### src/rtl/mc_pkg.sv
`default_nettype none
// ============================================================================
// Module   : mc_pkg
// Purpose  : Shared definitions for the multi-cycle MIPS main controller:
//            FSM state encodings, opcode/funct constants, ALU operation codes,
//            ALU B-source and PC-source select codes, instruction class type.
// Ports    : none (package)
// Revision : 1.0 - initial release
// ============================================================================
package mc_pkg;

    // State encodings; also exported on the debug 'state' output.
    typedef enum logic [3:0] {
        S_INIT      = 4'd0,
        S_FETCH     = 4'd1,
        S_DECODE    = 4'd2,
        S_MEM_ADDR  = 4'd3,
        S_MEM_READ  = 4'd4,
        S_MEM_WB    = 4'd5,
        S_MEM_WRITE = 4'd6,
        S_EXEC      = 4'd7,
        S_R_WB      = 4'd8,
        S_IMM_EXEC  = 4'd9,
        S_IMM_WB    = 4'd10,
        S_BRANCH    = 4'd11,
        S_JUMP      = 4'd12,
        S_HILO_WB   = 4'd13
    } state_t;

    // Opcodes (IR[31:26])
    localparam logic [5:0] c_op_rtype = 6'h00;
    localparam logic [5:0] c_op_j     = 6'h02;
    localparam logic [5:0] c_op_beq   = 6'h04;
    localparam logic [5:0] c_op_addi  = 6'h08;
    localparam logic [5:0] c_op_ori   = 6'h0D;
    localparam logic [5:0] c_op_lw    = 6'h23;
    localparam logic [5:0] c_op_sw    = 6'h2B;

    // R-type funct codes (IR[5:0])
    localparam logic [5:0] c_fn_div   = 6'h1A;
    localparam logic [5:0] c_fn_addu  = 6'h21;
    localparam logic [5:0] c_fn_subu  = 6'h23;
    localparam logic [5:0] c_fn_slt   = 6'h2A;

    // ALU operation codes
    localparam logic [2:0] c_alu_add  = 3'd0;
    localparam logic [2:0] c_alu_sub  = 3'd1;
    localparam logic [2:0] c_alu_or   = 3'd2;
    localparam logic [2:0] c_alu_div  = 3'd3;

    // ALU B-operand selects
    localparam logic [1:0] c_srcb_reg     = 2'b00;
    localparam logic [1:0] c_srcb_four    = 2'b01;
    localparam logic [1:0] c_srcb_imm     = 2'b10;
    localparam logic [1:0] c_srcb_imm_sh2 = 2'b11;

    // PC source selects
    localparam logic [1:0] c_pcsrc_alu    = 2'b00;
    localparam logic [1:0] c_pcsrc_aluout = 2'b01;
    localparam logic [1:0] c_pcsrc_jump   = 2'b10;

    // One-hot instruction class produced by the decoder
    typedef struct packed {
        logic mem;
        logic rtype;
        logic imm;
        logic branch;
        logic jump;
        logic div;
        logic illegal;
    } instr_class_t;

endpackage : mc_pkg
`default_nettype wire

### src/rtl/mc_ctrl_if.sv
`default_nettype none
// ============================================================================
// Module   : mc_ctrl_if
// Purpose  : Controller <-> datapath bundle. The instruction fields and ALU
//            flags flow into the controller; enables, mux selects and ALU
//            qualifiers flow out to the datapath.
// Modports : master - controller side (mc_ctrl)
//            slave  - datapath side
// Revision : 1.0 - initial release
// ============================================================================
interface mc_ctrl_if;
    logic [5:0] op;
    logic [5:0] funct;
    logic       zero;
    logic       overflow;

    logic       pc_write;
    logic       pc_write_cond;
    logic       i_or_d;
    logic       mem_write;
    logic       ir_write;
    logic       reg_write;
    logic       reg_dst;
    logic       mem_to_reg;
    logic       alu_src_a;
    logic       ext_zero;
    logic [1:0] alu_src_b;
    logic [1:0] pc_source;
    logic [2:0] alu_op;
    logic       slt;
    logic       addi;
    logic       hilo_write;
    logic       illegal;
    logic [3:0] state;

    modport master (
        input  op, funct, zero, overflow,
        output pc_write, pc_write_cond, i_or_d, mem_write, ir_write, reg_write,
               reg_dst, mem_to_reg, alu_src_a, ext_zero, alu_src_b, pc_source,
               alu_op, slt, addi, hilo_write, illegal, state
    );

    modport slave (
        output op, funct, zero, overflow,
        input  pc_write, pc_write_cond, i_or_d, mem_write, ir_write, reg_write,
               reg_dst, mem_to_reg, alu_src_a, ext_zero, alu_src_b, pc_source,
               alu_op, slt, addi, hilo_write, illegal, state
    );
endinterface : mc_ctrl_if
`default_nettype wire

### src/rtl/mc_decode.sv
`default_nettype none
// ============================================================================
// Module   : mc_decode
// Purpose  : Combinational op/funct -> one-hot instruction class.
// Ports    : op_i    [5:0] in  - IR[31:26]
//            funct_i [5:0] in  - IR[5:0]
//            class_o       out - one-hot class (mem, rtype, imm, branch,
//                                jump, div, illegal)
// Config   : MC_CTRL_DIV_EN - when defined funct 1A decodes as div,
//                             otherwise it is illegal.
// Revision : 1.0 - initial release
// ============================================================================
module mc_decode
    import mc_pkg::*;
(
    input  logic [5:0]   op_i,
    input  logic [5:0]   funct_i,
    output instr_class_t class_o
);

    always_comb begin
        class_o = '0;
        case (op_i)
            c_op_rtype: begin
                case (funct_i)
                    c_fn_addu, c_fn_subu, c_fn_slt: class_o.rtype = 1'b1;
`ifdef MC_CTRL_DIV_EN
                    c_fn_div:                       class_o.div   = 1'b1;
`endif
                    default:                        class_o.illegal = 1'b1;
                endcase
            end
            c_op_lw, c_op_sw:     class_o.mem    = 1'b1;
            c_op_addi, c_op_ori:  class_o.imm    = 1'b1;
            c_op_beq:             class_o.branch = 1'b1;
            c_op_j:               class_o.jump   = 1'b1;
            default:              class_o.illegal = 1'b1;
        endcase
    end

endmodule : mc_decode
`default_nettype wire

### src/rtl/mc_ctrl.sv
`default_nettype none
// ============================================================================
// Module   : mc_ctrl
// Purpose  : Main control FSM of the multi-cycle MIPS datapath. Sequences
//            FETCH -> DECODE -> class-specific states and drives all datapath
//            enables, mux selects and ALU qualifiers as Moore outputs.
// Ports    : clk   in  - rising-edge clock
//            reset in  - synchronous, active-high
//            bus       - mc_ctrl_if.master (instruction fields, ALU flags in;
//                        control outputs and debug state out)
// Config   : MC_CTRL_DIV_EN - enables div (funct 1A): EXEC drives alu_op=3
//            and HILO_WB becomes reachable. Undefined: hilo_write tied to 0.
// Revision : 1.0 - initial release
// ============================================================================
module mc_ctrl
    import mc_pkg::*;
(
    input  logic        clk,
    input  logic        reset,
    mc_ctrl_if.master   bus
);

    state_t       state_q;
    logic         ov_q;     // addi overflowed: suppress the write-back
    logic         ori_q;    // instruction in IMM_WB is ori: keep zero-extend
    instr_class_t cls;

    mc_decode u_decode (
        .op_i    (bus.op),
        .funct_i (bus.funct),
        .class_o (cls)
    );

    always_ff @(posedge clk) begin
        if (reset) begin
            state_q <= S_INIT;
            ov_q    <= 1'b0;
            ori_q   <= 1'b0;
        end else begin
            case (state_q)
                S_INIT:   state_q <= S_FETCH;
                S_FETCH:  state_q <= S_DECODE;
                S_DECODE: begin
                    if (cls.mem)                     state_q <= S_MEM_ADDR;
                    else if (cls.rtype || cls.div)   state_q <= S_EXEC;
                    else if (cls.imm)                state_q <= S_IMM_EXEC;
                    else if (cls.branch)             state_q <= S_BRANCH;
                    else if (cls.jump)               state_q <= S_JUMP;
                    else                             state_q <= S_FETCH;
                end
                S_MEM_ADDR: state_q <= (bus.op == c_op_lw) ? S_MEM_READ : S_MEM_WRITE;
                S_MEM_READ: state_q <= S_MEM_WB;
                S_EXEC: begin
`ifdef MC_CTRL_DIV_EN
                    state_q <= cls.div ? S_HILO_WB : S_R_WB;
`else
                    state_q <= S_R_WB;
`endif
                end
                S_IMM_EXEC: begin
                    // Only point where the overflow flag is observed.
                    ov_q    <= bus.overflow & (bus.op == c_op_addi);
                    ori_q   <= (bus.op == c_op_ori);
                    state_q <= S_IMM_WB;
                end
                default:    state_q <= S_FETCH;
            endcase
        end
    end

    // Moore output decode; pc_write_cond is qualified by zero in the datapath.
    always_comb begin
        bus.pc_write      = 1'b0;
        bus.pc_write_cond = 1'b0;
        bus.i_or_d        = 1'b0;
        bus.mem_write     = 1'b0;
        bus.ir_write      = 1'b0;
        bus.reg_write     = 1'b0;
        bus.reg_dst       = 1'b0;
        bus.mem_to_reg    = 1'b0;
        bus.alu_src_a     = 1'b0;
        bus.ext_zero      = 1'b0;
        bus.alu_src_b     = c_srcb_reg;
        bus.pc_source     = c_pcsrc_alu;
        bus.alu_op        = c_alu_add;
        bus.slt           = 1'b0;
        bus.addi          = 1'b0;
        bus.hilo_write    = 1'b0;
        bus.illegal       = 1'b0;
        case (state_q)
            S_FETCH: begin
                bus.ir_write  = 1'b1;
                bus.pc_write  = 1'b1;
                bus.alu_src_b = c_srcb_four;
            end
            S_DECODE: begin
                bus.alu_src_b = c_srcb_imm_sh2;   // branch target into ALUOut
                bus.illegal   = cls.illegal;
            end
            S_MEM_ADDR: begin
                bus.alu_src_a = 1'b1;
                bus.alu_src_b = c_srcb_imm;
            end
            S_MEM_READ:  bus.i_or_d = 1'b1;
            S_MEM_WB: begin
                bus.mem_to_reg = 1'b1;
                bus.reg_write  = 1'b1;
            end
            S_MEM_WRITE: begin
                bus.i_or_d    = 1'b1;
                bus.mem_write = 1'b1;
            end
            S_EXEC: begin
                bus.alu_src_a = 1'b1;
                if (cls.div) begin
                    bus.alu_op = c_alu_div;
                end else if (bus.funct == c_fn_subu) begin
                    bus.alu_op = c_alu_sub;
                end else if (bus.funct == c_fn_slt) begin
                    bus.alu_op = c_alu_sub;
                    bus.slt    = 1'b1;
                end
            end
            S_R_WB: begin
                bus.reg_dst   = 1'b1;
                bus.reg_write = 1'b1;
            end
            S_IMM_EXEC: begin
                bus.alu_src_a = 1'b1;
                bus.alu_src_b = c_srcb_imm;
                if (bus.op == c_op_ori) begin
                    bus.alu_op   = c_alu_or;
                    bus.ext_zero = 1'b1;
                end else begin
                    bus.addi = 1'b1;
                end
            end
            S_IMM_WB: begin
                bus.reg_write = ~ov_q;
                bus.ext_zero  = ori_q;
            end
            S_BRANCH: begin
                bus.alu_src_a     = 1'b1;
                bus.alu_op        = c_alu_sub;
                bus.pc_write_cond = 1'b1;
                bus.pc_source     = c_pcsrc_aluout;
            end
            S_JUMP: begin
                bus.pc_write  = 1'b1;
                bus.pc_source = c_pcsrc_jump;
            end
`ifdef MC_CTRL_DIV_EN
            S_HILO_WB:   bus.hilo_write = 1'b1;
`endif
            default: ;
        endcase
    end

    assign bus.state = state_q;

endmodule : mc_ctrl
`default_nettype wire
### src/flat_wrapper.sv
// flat-port wrapper written by rule: the top's interface ports become plain ports
module mc_ctrl_flat import mc_pkg::*;
  (clk, reset, bus_op, bus_funct, bus_zero, bus_overflow, bus_pc_write, bus_pc_write_cond, bus_i_or_d, bus_mem_write, bus_ir_write, bus_reg_write, bus_reg_dst, bus_mem_to_reg, bus_alu_src_a, bus_ext_zero, bus_alu_src_b, bus_pc_source, bus_alu_op, bus_slt, bus_addi, bus_hilo_write, bus_illegal, bus_state);
  mc_ctrl_if bus_i ();
  input  logic clk;
  input  logic reset;
  input wire logic [$bits(bus_i.op)-1:0] bus_op;
  input wire logic [$bits(bus_i.funct)-1:0] bus_funct;
  input wire logic [$bits(bus_i.zero)-1:0] bus_zero;
  input wire logic [$bits(bus_i.overflow)-1:0] bus_overflow;
  output wire logic [$bits(bus_i.pc_write)-1:0] bus_pc_write;
  output wire logic [$bits(bus_i.pc_write_cond)-1:0] bus_pc_write_cond;
  output wire logic [$bits(bus_i.i_or_d)-1:0] bus_i_or_d;
  output wire logic [$bits(bus_i.mem_write)-1:0] bus_mem_write;
  output wire logic [$bits(bus_i.ir_write)-1:0] bus_ir_write;
  output wire logic [$bits(bus_i.reg_write)-1:0] bus_reg_write;
  output wire logic [$bits(bus_i.reg_dst)-1:0] bus_reg_dst;
  output wire logic [$bits(bus_i.mem_to_reg)-1:0] bus_mem_to_reg;
  output wire logic [$bits(bus_i.alu_src_a)-1:0] bus_alu_src_a;
  output wire logic [$bits(bus_i.ext_zero)-1:0] bus_ext_zero;
  output wire logic [$bits(bus_i.alu_src_b)-1:0] bus_alu_src_b;
  output wire logic [$bits(bus_i.pc_source)-1:0] bus_pc_source;
  output wire logic [$bits(bus_i.alu_op)-1:0] bus_alu_op;
  output wire logic [$bits(bus_i.slt)-1:0] bus_slt;
  output wire logic [$bits(bus_i.addi)-1:0] bus_addi;
  output wire logic [$bits(bus_i.hilo_write)-1:0] bus_hilo_write;
  output wire logic [$bits(bus_i.illegal)-1:0] bus_illegal;
  output wire logic [$bits(bus_i.state)-1:0] bus_state;
  assign bus_i.op = bus_op;
  assign bus_i.funct = bus_funct;
  assign bus_i.zero = bus_zero;
  assign bus_i.overflow = bus_overflow;
  assign bus_pc_write = bus_i.pc_write;
  assign bus_pc_write_cond = bus_i.pc_write_cond;
  assign bus_i_or_d = bus_i.i_or_d;
  assign bus_mem_write = bus_i.mem_write;
  assign bus_ir_write = bus_i.ir_write;
  assign bus_reg_write = bus_i.reg_write;
  assign bus_reg_dst = bus_i.reg_dst;
  assign bus_mem_to_reg = bus_i.mem_to_reg;
  assign bus_alu_src_a = bus_i.alu_src_a;
  assign bus_ext_zero = bus_i.ext_zero;
  assign bus_alu_src_b = bus_i.alu_src_b;
  assign bus_pc_source = bus_i.pc_source;
  assign bus_alu_op = bus_i.alu_op;
  assign bus_slt = bus_i.slt;
  assign bus_addi = bus_i.addi;
  assign bus_hilo_write = bus_i.hilo_write;
  assign bus_illegal = bus_i.illegal;
  assign bus_state = bus_i.state;
  mc_ctrl u_core (.clk(clk), .reset(reset), .bus(bus_i));
endmodule
### config.mk
export PLATFORM = sky130hd
export DESIGN_NAME = mc_ctrl_flat
export DESIGN_NICKNAME = d
export VERILOG_FILES = /design/src/rtl/mc_pkg.sv /design/src/rtl/mc_ctrl_if.sv /design/src/rtl/mc_decode.sv /design/src/rtl/mc_ctrl.sv /design/src/flat_wrapper.sv
export SDC_FILE = /design/constraint.sdc
export NUM_CORES = 1
export LEC_CHECK = 0
export BUFFER_PORTS_ARGS = -buffer_cell sky130_fd_sc_hd__buf_2
export CORE_AREA = 2 2 48 45
export CTS_BUF_LIST = sky130_fd_sc_hd__clkbuf_4 sky130_fd_sc_hd__clkbuf_8
export CTS_CLUSTER_DIAMETER = 40
export CTS_CLUSTER_SIZE = 8
export DETAILED_ROUTE_END_ITERATION = 8
export DIE_AREA = 0 0 50 47
export GPL_ROUTABILITY_DRIVEN = 1
export PLACE_DENSITY = 0.75
export SETUP_SLACK_MARGIN = 0.3
export SLEW_MARGIN = 20
export SYNTH_ARGS = -nofsm -noshare
export SYNTH_HDL_FRONTEND = slang
export SYNTH_SLANG_ARGS = --single-unit
### constraint.sdc
create_clock -name clk -period 3.49 [get_ports clk]
set_input_delay 0.349 -clock clk [delete_from_list [all_inputs] [get_ports clk]]
set_output_delay 0.349 -clock clk [all_outputs]
set_load 0.005 [all_outputs]
==> results.md <==
- Outcome: finished clean
- Internal power: between 0.1 and 0.15 mW
- IR drop worst, VDD: around 0.15 mV
- Initial antenna violation count: 0
- Post-Synthesis Cells: 100
- Final instance area: approximately 900 µm²
- Die height: roughly 47 µm
- Least-Margin Pin Slew: just over 500 ps
- Final Wtd Congestion: about 0.8
- Count of different cell masters after synthesis: 38
- CTS resizes: 0
- Latest clock arrival within the worst-skew pair: ~260 ps
- Die area: around 0.0024 mm²
- Starting density of the core: between 30% and 40%
- Share of cells above drive strength 1: ~33%
- Max Cap Violations: 0
- Most common library cell in the layout ignoring fill and taps: buf_2
- Area of the multi-input gates: 523 µm²
- Vias: about 880
- Final setup vio count: 0
- Clock power share: between 30% and 40%
- Final hold viol count: 0
- Site row count: 15
- DP Area: between 800 and 900 µm²
- Met2 WL post-DR: 904 µm
- Hold crit path type: in -> reg
- EDFF count, synth: 0
- Crit Path Class: reg -> out
- Worst clock skew: 0.968 ps
- Largest net degree at the start of global routing: 18
- Gr usage total: between 10% and 20%
- Post-synthesis register bit count: 6
- Switching Share: around a third
- Post-synthesis sequential area ratio: between 10% and 20%
- Routed Antenna Nets: 0
- Postcts setup bufs: 0
- IO Pins: 41
- Max-slew headroom: between 60% and 70%
- Setup TNS: 0 ps
- Post-layout util: between 40% and 50%
- IO Port Bufs: 37
- Ys Warns: 0
- Filler cell count: 184
- Unrepaired setup endpoints after global routing: no
- F_max: 0.438 GHz
- CTS sink cnt: 6
- Core Region: between 0.0015 and 0.002 mm²
- Average via count per standard cell: about 5.5
- Die Wd: roughly 50 µm
- Storage element area: between 100 and 150 µm²
- Antenna cells: 0
- Synthesized cell area: ~700 µm²
- Most frequent cells in the layout: buf_2, nor2_1, a21oi_1
- Mean Syn Cell Area: around 7 µm²
- Max layer used: met4
- Routed len/inst: roughly 12 µm
- Detail Placement HPWL: 1.47 mm
- Vias in the first global route: between 700 and 800
- H-tree depth: 1
- Power density over the cells: between 200 and 250 mW/mm²
- CTS Hold Bufs: 0
- Wire length on met1: approximately 900 µm
- Max Buffers Root-to-Sink: 2
- Grt ovf: 0
- Worst setup EP type: output port
- Lkg Pwr: around 0.44 nW
- Switching power: about 0.068 mW
- WP data required: ~3100 ps
- Top FF cell, synth: dfxtp_1
- Clk pin slew, worst setup/hold paths: 50 ps
- Routed WL: slightly below 2 mm
- Clock root buffer: clkbuf_4
- Nets: between 150 and 200
- CP Max Fanout: 17
- CTS tree: yes
- CP Launch Type: flop
- Slew Limit Fails: 0
- First-pass GRT wire length: 3.16 mm
- Fraction of registers with async set/reset: 0%
- WP data arrival: slightly below 2000 ps
- Met3 wire length: approximately 120 µm
- Gate power share: between 20 and 30%
- Seq pwr share: a little under two fifths
- Synthesis-to-layout area growth: 29.0%
- Pre-antenna DRT Iters: 4
- DRT iter0 DRCs: 38
- Total CTS buffers: 3
- Min Tclk post-route: ~2300 ps
- DRC viols: 0
- Final Cycle Share: approximately two thirds
worst max-delay path, stage by stage, from the launching register on:
cell	delay, ps
dfxtp_1	630
nor4b_1	390
o21ai_0	200
nor2b_1	190
nor2b_1	140
buf_2	120
area by class of cell:
type	count	share of cell area (%)
well taps	25	3.47
inverters	5	2.08
flip-flops and latches	6	13.3
multi-input cells	83	58.1
clock buffers	3	2.50
repair buffers	37	20.6
stage by stage:
step / hold slack, ps / cells / worst slack [ps] / total power [mW]
2_1_floorplan: 418 / 101 / 1960 / 0.109
3_3_place_gp: 441 / 156 / 1550 / 0.132
5_1_grt: 343 / 159 / 1040 / 0.215
6_report: 339 / 159 / 1210 / 0.204
4_1_cts: 337 / 159 / 1210 / 0.203
3_5_place_dp: 467 / 156 / 1500 / 0.134
Yosys cell counts (2+ instances only):
master	instances	area share, %
buf_2	2	1.4
nand2b_1	5	4.5
nand2_1	6	3.2
nor4b_1	2	2.5
clkbuf_1	2	1.1
buf_4	3	3.2
o311a_1	2	2.9
nor2b_1	7	6.3
dfxtp_1	6	17
o21a_1	2	2.1
o21ai_0	3	2.1
nor3b_1	2	2.1
nand3_1	2	1.4
nor3_1	5	3.6
or4b_1	2	2.9
inv_1	5	2.7
nor2_1	11	5.9
and3b_1	2	2.5
nand4b_1	3	3.8
a21oi_1	10	7.2
power by group through the flow:
stage	clock (mW)	sequential [mW]	combinational, mW
detailed placement	0	0.0785	0.0555
global route	0.0745	0.0779	0.0625
CTS	0.0699	0.0772	0.0558
floorplan	0	0.0755	0.0334
finish	0.0706	0.0773	0.0563
global placement	0	0.0786	0.0537
registers in the layout, summed over array words and instances (netlist names):
signal and count:
u_core.bus.state 4, u_core.ori_q 1, u_core.ov_q 1
path summary, 6_finish.rpt:
path                                  start                             end  slack, ps  cells past startpoint
min reg2reg       u_core.ori_q$_SDFFE_PP0P_       u_core.ori_q$_SDFFE_PP0P_        480                      2
min                                   reset        u_core.ov_q$_SDFFE_PP0P_        340                      2
max reg2reg  u_core.bus.state[3]$_SDFF_PP0_  u_core.bus.state[3]$_SDFF_PP0_       1790                      4
max          u_core.bus.state[1]$_SDFF_PP0_                     bus_illegal       1210                      5
kinds of logic (layout without fill, tap and decap cells):
kind of cell    count (synthesis)  count (layout)  synth area share [%]
simple gates                   53              53                  45.7
compound gates                 26              26                  25.4
buf+inv                        12              45                  8.42
flops                           6               6                  17.2
other cells                     1               2                 0.537
xor+xnor                        1               1                  1.25
mux                             1               1                  1.43
per-layer routing:
layer,GRT usage (%),vias to the layer above
met2,28.9,34
met1,21.5,404
met5,0,-
met4,9.44,0
li1,-,430
met3,3.82,7
No activity file was read; power rests on OpenSTA's default activity.
